==> config.mk <==
export PLATFORM = sky130hd
export DESIGN_NAME = alu_issue_ctrl
export DESIGN_NICKNAME = d
export VERILOG_FILES = /design/src/rtl/alu_issue_ctrl.sv
export SDC_FILE = /design/constraint.sdc
export NUM_CORES = 1
export LEC_CHECK = 0
export ABC_AREA = 1
export CORE_MARGIN = 5
export CORE_UTILIZATION = 50
export CTS_CLUSTER_DIAMETER = 30
export CTS_CLUSTER_SIZE = 30
export DETAILED_ROUTE_END_ITERATION = 10
export GPL_ROUTABILITY_DRIVEN = 0
export HOLD_SLACK_MARGIN = 0.05
export MAX_ROUTING_LAYER = met4
export PLACE_DENSITY = 0.87
export RECOVER_POWER = 100
export SKIP_CTS_REPAIR_TIMING = 1
export SYNTH_ARGS = -nofsm -noshare
export SYNTH_HDL_FRONTEND = slang
export SYNTH_SLANG_ARGS = --single-unit
==> constraint.sdc <==
create_clock -name clk -period 2.85 [get_ports clk]
set_input_delay 0.57 -clock clk [delete_from_list [all_inputs] [get_ports clk]]
set_output_delay 0.57 -clock clk [all_outputs]
set_load 0.02 [all_outputs]
==> src/rtl/alu_issue_ctrl.sv <==
// Issues add/sub commands to a no-backpressure ALU and queues its results for downstream.
// Latency: command accepted at edge N -> result visible on res_data after edge N+2.
// Backpressure: cmd_ready is credit-gated (fifo_count + inflight < DEPTH), so no result is ever dropped.

module alu_issue_fifo #(
    parameter int WIDTH = 32,
    parameter int DEPTH = 4
) (
    input  logic                         clk,
    input  logic                         resetn,
    input  logic                         push_vld,
    input  logic [WIDTH-1:0]             push_dat,
    input  logic                         pop_rdy,
    output logic                         head_vld,
    output logic [WIDTH-1:0]             head_dat,
    output logic [$clog2(DEPTH+1)-1:0]   count
);
    localparam int PW = (DEPTH > 1) ? $clog2(DEPTH) : 1;
    localparam int CW = $clog2(DEPTH+1);

    logic [WIDTH-1:0] mem [DEPTH];
    logic [PW-1:0]    wr_ptr;
    logic [PW-1:0]    rd_ptr;
    logic             pop_vld;

    // Pointers wrap explicitly so DEPTH need not be a power of two.
    function automatic logic [PW-1:0] ptr_inc(input logic [PW-1:0] p);
        return (p == PW'(DEPTH-1)) ? '0 : p + PW'(1);
    endfunction

    assign head_vld = (count != '0);
    assign head_dat = head_vld ? mem[rd_ptr] : '0;
    assign pop_vld  = pop_rdy && head_vld;

    always_ff @(posedge clk) begin
        if (push_vld) begin
            mem[wr_ptr] <= push_dat;
        end
    end

    always_ff @(posedge clk) begin
        if (!resetn) begin
            wr_ptr <= '0;
            rd_ptr <= '0;
            count  <= '0;
        end else begin
            if (push_vld) wr_ptr <= ptr_inc(wr_ptr);
            if (pop_vld)  rd_ptr <= ptr_inc(rd_ptr);
            case ({push_vld, pop_vld})
                2'b10:   count <= count + CW'(1);
                2'b01:   count <= count - CW'(1);
                default: count <= count;
            endcase
        end
    end
endmodule

module alu_issue_ctrl #(
    parameter int WIDTH = 32,
    parameter int DEPTH = 4
) (
    input  logic                         clk,
    input  logic                         resetn,
    input  logic                         cmd_valid,
    output logic                         cmd_ready,
    input  logic [WIDTH-1:0]             cmd_a,
    input  logic [WIDTH-1:0]             cmd_b,
    input  logic                         cmd_op,
    output logic [WIDTH-1:0]             alu_a,
    output logic [WIDTH-1:0]             alu_b,
    output logic                         alu_op,
    output logic                         alu_valid,
    input  logic [WIDTH-1:0]             alu_result,
    input  logic                         alu_result_valid,
    output logic                         res_valid,
    input  logic                         res_ready,
    output logic [WIDTH-1:0]             res_data,
    output logic [$clog2(DEPTH+1)-1:0]   inflight,
    output logic                         stray_err
);
    localparam int CW = $clog2(DEPTH+1);

    typedef struct packed {
        logic             op;
        logic [WIDTH-1:0] a;
        logic [WIDTH-1:0] b;
    } alu_cmd_t;

    alu_cmd_t      issue_dat;
    logic [CW-1:0] fifo_count;
    logic [CW:0]   occ;
    logic          cmd_acc;
    logic          ret_vld;

    // Credits count both queued results and results still inside the ALU.
    assign occ       = {1'b0, fifo_count} + {1'b0, inflight};
    assign cmd_ready = resetn && (occ < (CW+1)'(DEPTH));
    assign cmd_acc   = cmd_valid && cmd_ready;
    assign ret_vld   = alu_result_valid && (inflight != '0);

    assign alu_a  = issue_dat.a;
    assign alu_b  = issue_dat.b;
    assign alu_op = issue_dat.op;

    always_ff @(posedge clk) begin
        if (!resetn) begin
            issue_dat <= '0;
            alu_valid <= 1'b0;
            inflight  <= '0;
            stray_err <= 1'b0;
        end else begin
            alu_valid <= cmd_acc;
            if (cmd_acc) begin
                issue_dat <= '{op: cmd_op, a: cmd_a, b: cmd_b};
            end
            case ({cmd_acc, ret_vld})
                2'b10:   inflight <= inflight + CW'(1);
                2'b01:   inflight <= inflight - CW'(1);
                default: inflight <= inflight;
            endcase
            // A result with nothing outstanding cannot be matched to a command.
            if (alu_result_valid && (inflight == '0)) begin
                stray_err <= 1'b1;
            end
        end
    end

    alu_issue_fifo #(
        .WIDTH (WIDTH),
        .DEPTH (DEPTH)
    ) u_res_fifo (
        .clk      (clk),
        .resetn   (resetn),
        .push_vld (ret_vld),
        .push_dat (alu_result),
        .pop_rdy  (res_ready),
        .head_vld (res_valid),
        .head_dat (res_data),
        .count    (fifo_count)
    );
endmodule

# ---- Word level (Yosys, flattened, before mapping)
# Memories as Yosys holds them, arrays and structs flattened. A register that Yosys moved wholly into a read port is not among the register bits.
# Index checks and enable logic that the tools add are counted.
dict set report totals {
  mem_count 1
  ramBits 128
  in_bits 102
  ff_bits 77
  elab_cells 43
  output_inout_bits 104
}
dict set report op_classes {
  magnitude_cmp 1
  mux 9
  add_sub_neg 7
  reduce_logical 10
  eq_ne 6
}
# name depth width rd rd_clocked_by_memory_dff wr line_no
set mem_list {}
lappend mem_list {u_res_fifo.mem 4 32 1 1 1 21} ;# logic [WIDTH-1:0] mem [DEPTH];
# op count
set ops {}
lappend ops {{32-bit 2-to-1 mux} 1}
lappend ops {{3-bit one-hot mux with 2 select lines} 2}
lappend ops {{2-bit equality test (second input constant)} 4}
lappend ops {{2-bit 2-to-1 mux} 4}
lappend ops {{3-bit by 1-bit adder with 3-bit output (second input constant)} 2}
lappend ops {{3-bit nonzero test} 2}
lappend ops {{3-bit by 1-bit subtractor with 3-bit output (second input constant)} 2}
lappend ops {{1-bit logical AND} 5}
lappend ops {{2-bit by 1-bit adder with 2-bit output (second input constant)} 2}
lappend ops {{3-bit by 3-bit adder with 4-bit output} 1}
lappend ops {{2-bit by 1-bit equality test with 1-bit output (second input constant)} 2}
lappend ops {{4-bit by 3-bit less-than comparator with 1-bit output (second input constant)} 1}
lappend ops {{2-bit nonzero test} 2}
lappend ops {{3-bit logical NOT} 1}
lappend ops {{1-bit 2-to-1 mux} 2}

# ---- Logic depth before layout (Yosys ltp)
# Gate-level depths: netlist of the first run.
dict set report depth {
  ltp_word 6
  ltp_mapped 15
  depth_no_buf 14
}

# ---- Cells and area by module
# From an unflattened synthesis of the first run, not the netlist that was laid out.
dict set report hier_totals {
  cells_unflattened 943
  area_unflattened_um2 8694.6
}
# mod cells_each area_per_inst_um2 n_inst seq_area_each_um2
set by_module_without_submodules {}
lappend by_module_without_submodules {alu_issue_fifo 472 5515.3 1 4023.9}
lappend by_module_without_submodules {alu_issue_ctrl 471 3179.3 1 1401.3}

# ---- Least setup slack after synthesis of the first run
# Ideal clock, no wire load.
dict set report synth_timing {
  kind {register -> register}
  from {reg inflight[1]}
  to {mem u_res_fifo.mem[0][0] (enable)}
  path_stages_with_launch 5
  synth_period_minus_slack_ns 2.641
  required_time_ns 2.429
  n_path_buf 0
  setup_time_ns 0.421
  slack_ns 0.209
  arrival_ns 2.220
  cell_sequence {dfxtp_1 inv_1 nand3_1 nand2_1 nor2_1}
}
dict set report synth_between {
  elab_chain_cells 4
}
# item line_no
set synth_rtl {}
lappend synth_rtl {{start, declared} 78} ;# output logic [$clog2(DEPTH+1)-1:0] inflight,
lappend synth_rtl {{start signal, assigned} 117} ;# 2'b10: inflight <= inflight + CW'(1);
lappend synth_rtl {{start signal, assigned} 118} ;# 2'b01: inflight <= inflight - CW'(1);
lappend synth_rtl {{start signal, assigned} 119} ;# default: inflight <= inflight;
lappend synth_rtl {{3-bit nonzero test} 99} ;# assign ret_vld = alu_result_valid && (inflight != '0);
lappend synth_rtl {{1-bit logical AND} 99}
lappend synth_rtl {{1-bit 2-to-1 mux} 36} ;# if (push_vld) begin
lappend synth_rtl {{1-bit 2-to-1 mux (not written as such)} 37} ;# mem[wr_ptr] <= push_dat;
lappend synth_rtl {{end, declared} 21}
# Every way passes these cells.

==> out/qor.csv, run 1 <==
stage;metric;value;unit
clocking;clk_latency;0.51;ns
clocking;cts_buffers;41;
layout;stdcell_area;12200;um2
die;std_cell_rows;47;
clocking;cts.sinks;207;
timing;post-route-period-util;0.966;
synth;syn_inst;911;
drt;via_per_inst;5.28;
synth;muxShareOfSynthArea;0;
setup_path;start_kind;register;
die;initial_core_util;0.512;
layout;most-common-layout-cells;nor2_1 (279), edfxtp_1 (128), dlygate4sd3_1 (104), inv_1 (83), dfxtp_1 (78);
die;die_x;141;um
synth;syn_area_per_cell;9.38;um2
synth;yosys.area.top_type;edfxtp_1;
power_and_ir_drop;comb_power_share;0.339;
die;fp.dieH;141;um
die;pin_count;206;
setup_path;crit_arrival;2.18;ns
synth;netlist_area;8540;um2
setup_path;cp-end-kind;primary output;
synth;synth_xor_area_frac;0;
clocking;clockBufferDepth;3;
drt;wl_per_cell;17.0;um
run_status;status;finished, violations left;
placement;placedCellCount;1294;
timing;setup_viol;0;
global_routing;grt-ovfl-total;0;
placement;io_buffers;205;
setup_path;slowest_stage;clkdlybuf4s50_1;
timing;max_freq;0.363;GHz
drt;drc;0;
timing;fin_crit;2.75;ns
power_and_ir_drop;switching_share;0.343;
synth;synth-seq-area-share;0.635;
drt;vias;7226;
timing;fin_skew;0.0219;ns
placement;dp_hpwl;13800;um
layout;nets;1230;
drt;detail-route-antenna-nets;0;
power_and_ir_drop;p_seq_frac;0.306;
global_routing;grt_pass1_wl;36300;um
setup_path;worstPathRequired;2.28;ns
synth;synth_area_leaders;edfxtp_1 (45%), dfxtp_1 (19%), nor2_1 (12%);
synth;synth_top_family_by_area;simple AND/OR/NAND/NOR gates;
timing;whs;0.343;ns
die;core;16700;um2
synth;synth-adder-area-share;0.0179;
layout;synthToLayoutAreaGrowth;42.7;%
job;cap_violations;1;
timing;rsz0062_at_grt;true;
setup_path;criticalPathCategory;register to primary output;
setup_path;cp_num_buf_inv;3;
power_and_ir_drop;power_leakage;0.00538;uW
drt;drt_first_iter_violations;458;
min_path;min_path_type;input pin to register;
synth;ys_ff_latch;207;
setup_path;crit_path_max_incr_delay;0.56;ns
clocking;htreeDepth;2;
setup_path;crit_chain;clkinv_2, buf_4, o21ai_0, a21oi_1, clkdlybuf4s50_1;
layout;drive_above_1_share;0.0862;
clocking;clk_pin_slew;0.05;ns
synth;yosysTopAreaCellShare;0.450;
setup_path;crit_family;buffers and inverters;
layout;layout_commonest_cell;nor2_1;
power_and_ir_drop;vdd_drop_max;0.000563;V
power_and_ir_drop;clkPwrFrac;0.355;
run_status;violations;capacitance limit;
layout;layout.cells.non_filler;1369;
global_routing;grt_usage;0.235;
timing;worst_pin_slew;1.49;ns
synth;yosysWarnings;0;
synth;synth_compound_area_frac;0.0638;
clocking;cts_root_buffer;clkbuf_16;
timing;slew_headroom;0.00813;
global_routing;grt_pass1_vias;7445;
synth;syn_nets;1024;
global_routing;antenna_found_initial;0;
drt;first_pass_iters;5;
setup_path;path_max_fanout;14;
timing;maxSlewViolCount;0;
drt;wirelength;23200;um
clocking;cts_tree;done;
synth;synth-simple-area-share;0.210;
timing;hold_violations;0;
power_and_ir_drop;internal_power;8550;uW
die;die_area;19800;um2
power_and_ir_drop;switchingPower;4460;uW
global_routing;grt_max_degree;76;
synth;netlist-cell-type-count;19;
power_and_ir_drop;p_per_area;1070;nW/um2
placement;place_area;10800;um2
==> flip-flops by register name, summed over array words and instances (netlist names), named ones only <==
name,cells
u_res_fifo.mem,128
u_res_fifo.wr_ptr,2
inflight,3
alu_b,32
u_res_fifo.rd_ptr,2
u_res_fifo.count,3
stray_err,1
alu_a,32
alu_valid,1
alu_op,1
==> area by class of cell <==
class / instances / area (um2)
clock buffer: 49 / 1120
sequential: 207 / 5430
timing repair buffer: 222 / 2240
inverter: 94 / 357
antenna: 1 / 2.50
clock inverter: 25 / 243
tap: 220 / 275
multi-input combinational: 551 / 2530
fill: 1087 / 4510
==> cell usage after synthesis (all sizes together) <==
library cell,n
a21oi,37
buf,34
clkbuf,25
clkinv,1
dfxtp,79
edfxtp,128
fa,2
ha,9
inv,93
nand2,77
nand3,4
nand4,66
nor2,284
o21ai,72
==> through the flow <==
step | power [uW] | setup WS (ns) | utilization | setup TNS (ns)
final | 13000 | 0.0955 | 0.730 | 0
after CTS | 13300 | -0.0375 | 0.730 | -0.195
after detailed placement | 8540 | 0.506 | 0.649 | 0
after global placement | 8420 | 0.552 | 0.649 | 0
after global routing | 13600 | 0.00484 | 0.730 | 0
after floorplan | 6600 | 0.209 | - | 0
==> path summary, 6_finish.rpt <==
| path | from | end | slack (ns) | depth (start not counted) |
|---|---|---|---|---|
| setup / recovery | register | res_data[9] | 0.1 | 5 |
| hold / removal | resetn | stray_err | 0.34 | 3 |
| setup reg to reg | inflight[1] | alu_a[4] | 0.31 | 7 |
| hold reg to reg | stray_err | stray_err | 0.45 | 2 |
==> power groups by stage <==
stage	logic (uW)	clock network, uW	registers [uW]
CTS	4610	4670	3980
floorplan	2320	0	4280
global placement	4420	0	4000
global route	4780	4830	4030
detailed placement	4520	0	4020
finish	4410	4620	3980
==> worst register-to-register path: stages, from the launching register on <==
cell and delay [ns]:
dfxtp_1 0.34, ha_1 0.31, nand3_2 0.10, nand3_1 0.10, nor2_1 0.15, clkbuf_2 1.02, nor2_1 0.23, nor2_1 0.22
==> layer usage <==
layer / wire (um) / GRT usage / vias to the layer above
li1: - / - / 3426
met3: 2770 / 0.0955 / 61
met4: 696 / 0.0913 / 0
met2: 11400 / 0.394 / 376
met5: 0 / - / -
met1: 8370 / 0.248 / 3363
==> cell families (layout without fill, tap and decap cells) <==
group,Yosys count,after routing
AND/OR/NAND/NOR,431,431
flip-flops,207,207
AO/OA/AOI/OAI,109,109
other,0,1
buffers and inverters,153,390
adder cells (fa/ha/maj),11,11
No activity file was read; power rests on OpenSTA's default activity.
==> run 2: changes to the inputs <==
Settings changed: CORE_UTILIZATION 50 to 35, PLACE_DENSITY 0.87 to 0.67.
==> run 2 against run 1 <==
  * The flow finishes with violations (capacitance limit, slew limit)
  * Sequential share of layout area decreased by 0.34 points
  * Die area increased by 40%
  * Clock skew decreased by 0.0030 ns
  * Non-clock buffer count increased by 1
  * Utilization decreased by 22 points
  * Via count decreased by 3.1%
  * Register-to-register slack improved by 0.09 ns
  * Design area increased by 0.81%
==> out/qor.csv, run 2 (synthesis results as in run 1) <==
stage;metric;value;unit;change
run_status;status;finished, violations left;;unchanged
run_status;violations;capacitance limit, slew limit;;was capacitance limit
layout;largest_register_ff_count;128;;unchanged
drt;drc;0;;unchanged
clocking;clk_latency;0.51;ns;about the same
drt;wl_per_cell;15.3;um;was 17.0 um
drt;via_per_inst;4.72;;was 5.28
layout;top_register;u_res_fifo.mem;;unchanged
die;core;24200;um2;was 16700 um2
min_path;hp-start;resetn;;unchanged
setup_path;crit_chain;inv_2, nand3_1, inv_1, buf_4, a21oi_1, clkbuf_1;;was clkinv_2, buf_4, o21ai_0, a21oi_1, clkdlybuf4s50_1
layout;n_fill_cell;2207;;was 1087
layout;most-common-layout-cells;nor2_1 (279), edfxtp_1 (128), dlygate4sd3_1 (104), inv_1 (83), dfxtp_1 (78);;unchanged
die;die_area;27600;um2;was 19800 um2
timing;slew_headroom;-0.0580;;was 0.00813
setup_path;start_kind;register;;unchanged
setup_path;cp_num_buf_inv;4;;was 3
timing;whs;0.323;ns;was 0.343 ns
setup_path;crit_family;buffers and inverters;;unchanged
drt;wirelength;22700;um;was 23200 um
power_and_ir_drop;power_leakage;0.00508;uW;was 0.00538 uW
timing;rsz0062_at_grt;false;;was true
layout;nets;1236;;was 1230
die;std_cell_rows;57;;was 47
global_routing;grt-ovfl-total;0;;unchanged
layout;finalCoreUtilization;0.509;;was 0.730
global_routing;antenna_found_initial;3;;was 0
setup_path;slowest_stage;dfxtp_1;;was clkdlybuf4s50_1
setup_path;path_max_fanout;32;;was 14
placement;io_buffers;205;;unchanged
setup_path;cp-end-kind;primary output;;unchanged
timing;post-route-period-util;0.885;;was 0.966
die;fp.dieH;166;um;was 141 um
min_path;hold_path_end;stray_err;;unchanged
setup_path;reg2reg_depth;7;;unchanged
clocking;cts_tree;done;;unchanged
global_routing;grt_usage;0.164;;was 0.235
setup_path;criticalPathCategory;register to primary output;;unchanged
layout;drive_above_1_share;0.0897;;was 0.0862
timing;maxSlewViolCount;76;;was 0
timing;fin_skew;0.0190;ns;was 0.0219 ns
drt;vias;7005;;was 7226
setup_path;cp.depth;6;;was 5
setup_path;crit_arrival;1.95;ns;was 2.18 ns
layout;synthToLayoutAreaGrowth;43.9;%;was 42.7%
job;cap_violations;1;;unchanged
timing;max_freq;0.396;GHz;was 0.363 GHz
layout;layout_commonest_cell;nor2_1;;unchanged
clocking;clockBufferDepth;3;;unchanged
setup_path;worstPathRequired;2.28;ns;about the same
min_path;min_path_type;input pin to register;;unchanged
timing;setup_viol;0;;unchanged
clocking;htreeDepth;2;;unchanged
min_path;holdPathStages;3;;unchanged
setup_path;crit_path_max_incr_delay;0.39;ns;was 0.56 ns
placement;dp_hpwl;13900;um;was 13800 um
timing;finalSetupTns;0;ns;unchanged
power_and_ir_drop;vdd_drop_max;0.000520;V;was 0.000563 V
clocking;cts_buffers;46;;was 41
timing;worst_pin_slew;1.59;ns;was 1.49 ns
die;initial_core_util;0.353;;was 0.512
global_routing;grt_max_degree;76;;unchanged
clocking;clk_pin_slew;0.04;ns;was 0.05 ns
die;die_x;166;um;was 141 um
power_and_ir_drop;p_per_area;1080;nW/um2;was 1070 nW/um2
drt;first_pass_iters;5;;unchanged
drt;drt_first_iter_violations;409;;was 458
setup_path;worstReg2RegEnd;alu_b[21];;was alu_a[4]
timing;hold_violations;0;;unchanged
die;pin_count;206;;unchanged
setup_path;r2r_slack;0.40;ns;was 0.31 ns
clocking;cts_root_buffer;clkbuf_16;;unchanged
drt;detail-route-antenna-nets;0;;unchanged
timing;fin_crit;2.52;ns;was 2.75 ns
global_routing;grt_pass1_wl;36300;um;about the same
global_routing;grt_pass1_vias;7121;;was 7445
setup_path;reg2reg_from;inflight[1];;unchanged
clocking;cts.sinks;207;;unchanged
## run 2: cell types whose count changed in the layout (fill, tap and decap cells not counted), sizes merged, moves of 2 or more
cell           previous run  this run
bufinv                    4         6
clkdlybuf4s50            76        66
dlymetal6s2s             23         1
clkbuf                   57       106
clkinv                   20        15
clkinvlp                  3         0
## run 2: report_power, final
| group | internal [uW] | switching [uW] | leakage [uW] |
|---|---|---|---|
| Sequential | 3750 | 236 | 0.00181 |
| Combinational | 1340 | 2690 | 0.00250 |
| Clock | 3700 | 1540 | 0.000775 |
## run 2: area by class of cell
cell class	count	area, um2	share of cell area
Clock inverter	19	269	0.0219
Timing Repair Buffer	223	2000	0.162
Tap cell	324	405	0.0330
Clock buffer	66	1310	0.106
Sequential cell	207	5430	0.442
Inverter	94	355	0.0289
Antenna cell	1	2.50	0.000204
Multi-Input combinational cell	551	2530	0.206
## run 2: worst max path at each step
stage                                end           startpoint  slack [ns]
floorplan           u_res_fifo.mem[0][0]          inflight[1]        0.21
global placement             res_data[4]             register        0.44
detailed placement           res_data[4]             register        0.43
CTS                         res_data[30]             register       -0.13
global route                    alu_b[7]          inflight[1]        0.15
finish                      res_data[20]  u_res_fifo.count[0]        0.33
## run 2: per-stage QoR
step                area [um2]  total power (uW)  cells  setup WS (ns)
floorplan                 8540              6600    911          0.209
global placement         11000              8540   1399          0.438
detailed placement       11000              8600   1399          0.432
CTS                      12600             13900   1484         -0.134
global route             12300             14000   1485          0.154
finish                   12300             13300   1485          0.326
## run 2: metal layers
| metal | global-route usage | part of all wire | vias up | routed length (um) |
|---|---|---|---|---|
| li1 | - | - | 3447 | - |
| met5 | - | 0 | - | 0 |
| met3 | 0.0700 | 0.12 | 49 | 2620 |
| met4 | 0.0548 | 0.026 | 0 | 592 |
| met1 | 0.192 | 0.42 | 3228 | 9440 |
| met2 | 0.257 | 0.44 | 281 | 10000 |
## run 2: worst register-to-register path: stages, from the launching register on
cell and delay [ns]:
dfxtp_1 0.34, ha_1 0.31, nand3_2 0.10, nand3_1 0.10
nor2_1 0.16, clkbuf_2 1.08, nor2_1 0.16, nor2_1 0.14
==> run 3: changes to the inputs <==
Settings changed: PLACE_DENSITY 0.67 to default, SKIP_CTS_REPAIR_TIMING 1 to default.
==> run 3 against run 2 <==
  * The flow still finishes with violations (capacitance limit, slew limit)
  * Via count decreased by 1.8%
  * Die area did not move
  * Final cell count up 0.13%
  * Utilization up 0.33 points
  * Critical path type unchanged
==> out/qor.csv, run 3 (synthesis results as in run 1) <==
stage;metric;value;unit;change
setup_path;reg2reg_from;inflight[2];;was inflight[1]
clocking;cts_root_buffer;clkbuf_16;;unchanged
setup_path;cp-end-kind;primary output;;unchanged
die;initial_core_util;0.353;;unchanged
placement;dp_hpwl;14000;um;was 13900 um
power_and_ir_drop;vdd_drop_max;0.000475;V;was 0.000520 V
timing;maxSlewViolCount;76;;unchanged
placement;io_buffers;205;;unchanged
timing;post-route-period-util;0.958;;was 0.885
drt;drc;0;;unchanged
layout;seq_area;5430;um2;unchanged
drt;topRoutingLayerUsed;met4;;unchanged
timing;max_freq;0.366;GHz;was 0.396 GHz
power_and_ir_drop;power;13200;uW;was 13300 uW
global_routing;antenna_found_initial;2;;was 3
layout;layout_commonest_cell;nor2_1;;unchanged
setup_path;crit_arrival;2.16;ns;was 1.95 ns
drt;wl_met3;2060;um;was 2620 um
min_path;min_path_type;input pin to register;;unchanged
global_routing;grt_max_degree;76;;unchanged
min_path;hp-start;resetn;;unchanged
global_routing;grt_usage;0.160;;was 0.164
drt;drt_first_iter_violations;287;;was 409
drt;detail-route-antenna-nets;0;;unchanged
layout;layout.cells.non_filler;1487;;was 1485
timing;fin_skew;0.0269;ns;was 0.0190 ns
run_status;violations;capacitance limit, slew limit;;unchanged
clocking;cts_buffers;47;;was 46
placement;placedCellCount;1399;;unchanged
drt;first_pass_iters;5;;unchanged
clocking;clk_pin_slew;0.04;ns;about the same
timing;slew_headroom;-0.0277;;was -0.0580
job;cap_violations;1;;unchanged
run_status;status;finished, violations left;;unchanged
die;core;24200;um2;unchanged
layout;drive_above_1_share;0.0913;;was 0.0897
timing;finalSetupTns;0;ns;unchanged
drt;via_per_inst;4.63;;was 4.72
clocking;htreeDepth;2;;unchanged
timing;fin_crit;2.73;ns;was 2.52 ns
setup_path;path_max_fanout;33;;was 32
setup_path;criticalPathCategory;register to primary output;;unchanged
die;die_x;166;um;unchanged
power_and_ir_drop;power_leakage;0.00517;uW;was 0.00508 uW
layout;nets;1240;;was 1236
timing;rsz0062_at_grt;false;;unchanged
layout;n_fill_cell;2191;;was 2207
clocking;cts.sinks;207;;unchanged
power_and_ir_drop;p_per_area;1060;nW/um2;was 1080 nW/um2
drt;wl_met2;10400;um;was 10000 um
die;pin_count;206;;unchanged
drt;vias;6881;;was 7005
global_routing;grt_pass1_vias;7005;;was 7121
die;die_area;27600;um2;unchanged
drt;wirelength;22500;um;was 22700 um
layout;largest_register_ff_count;128;;unchanged
timing;setup_viol;0;;unchanged
layout;top_register;u_res_fifo.mem;;unchanged
global_routing;grt_pass1_wl;35600;um;was 36300 um
die;fp.dieH;166;um;unchanged
timing;worst_pin_slew;1.54;ns;was 1.59 ns
timing;whs;0.345;ns;was 0.323 ns
layout;most-common-layout-cells;nor2_1 (280), edfxtp_1 (128), dlygate4sd3_1 (104), inv_1 (83), dfxtp_1 (78);;was nor2_1 (279), edfxtp_1 (128), dlygate4sd3_1 (104), inv_1 (83), dfxtp_1 (78)
drt;wl_per_cell;15.1;um;was 15.3 um
layout;multi_input_area;2520;um2;was 2530 um2
global_routing;grt-ovfl-total;0;;unchanged
layout;synthToLayoutAreaGrowth;44.8;%;was 43.9%
setup_path;worstPathRequired;2.28;ns;about the same
timing;hold_violations;0;;unchanged
die;std_cell_rows;57;;unchanged
clocking;clk_latency;0.51;ns;about the same
setup_path;start_kind;register;;unchanged
clocking;clockBufferDepth;3;;unchanged
clocking;cts_tree;done;;unchanged
drt;wl_met1;9720;um;was 9440 um
-- run 3: worst max-delay path, cell delays in order (launching register included) --
cell,delay [ns]
dfxtp_4,0.39
inv_4,0.16
buf_12,0.21
o21ai_0,0.11
a21oi_1,0.15
clkdlybuf4s50_1,0.62
-- run 3: final timing paths --
check | depth (start not counted) | slack, ns | to
worst max-delay path | 5 | 0.12 | res_data[13]
worst min-delay path | 3 | 0.34 | stray_err
worst max register to register | 7 | 0.39 | alu_a[12]
worst min register to register | 2 | 0.45 | stray_err
-- run 3: per-layer routing --
metal  up-vias  global-route usage
met1      3166               0.190
met3        37              0.0686
li1       3454                   -
met4         0              0.0470
met5         -                   -
met2       224               0.251
-- run 3: area by class of cell --
class / count / share of cell area
diodes: 2 / 0.000404
inverters: 94 / 0.0289
repair buffers: 226 / 0.173
well taps: 324 / 0.0328
clock inverters: 24 / 0.0208
flip-flops and latches: 207 / 0.439
multi-input cells: 551 / 0.204
clock buffers: 59 / 0.102
-- run 3: repair_timing --
| action | in CTS | in global routing |
|---|---|---|
| hold buffers | 0 | 0 |
| endpoints found under the setup margin | 32 | 19 |
| buffers inserted | 0 | 2 |
| cloned | 0 | 1 |
| gates resized for setup | 17 | 16 |
-- run 3: through the flow --
step	worst slack [ns]	area [um2]	utilization
4_1_cts	0.00695	12500	0.517
5_1_grt	0.00776	12400	0.512
3_5_place_dp	0.390	11000	0.455
2_1_floorplan	0.209	8540	-
3_3_place_gp	0.416	11000	0.455
6_report	0.119	12400	0.512
-- run 3: power by group --
group	internal, uW	total, uW	switching, uW
sequential	3750	3980	228
clock	3460	5020	1560
combinational	1480	4150	2670
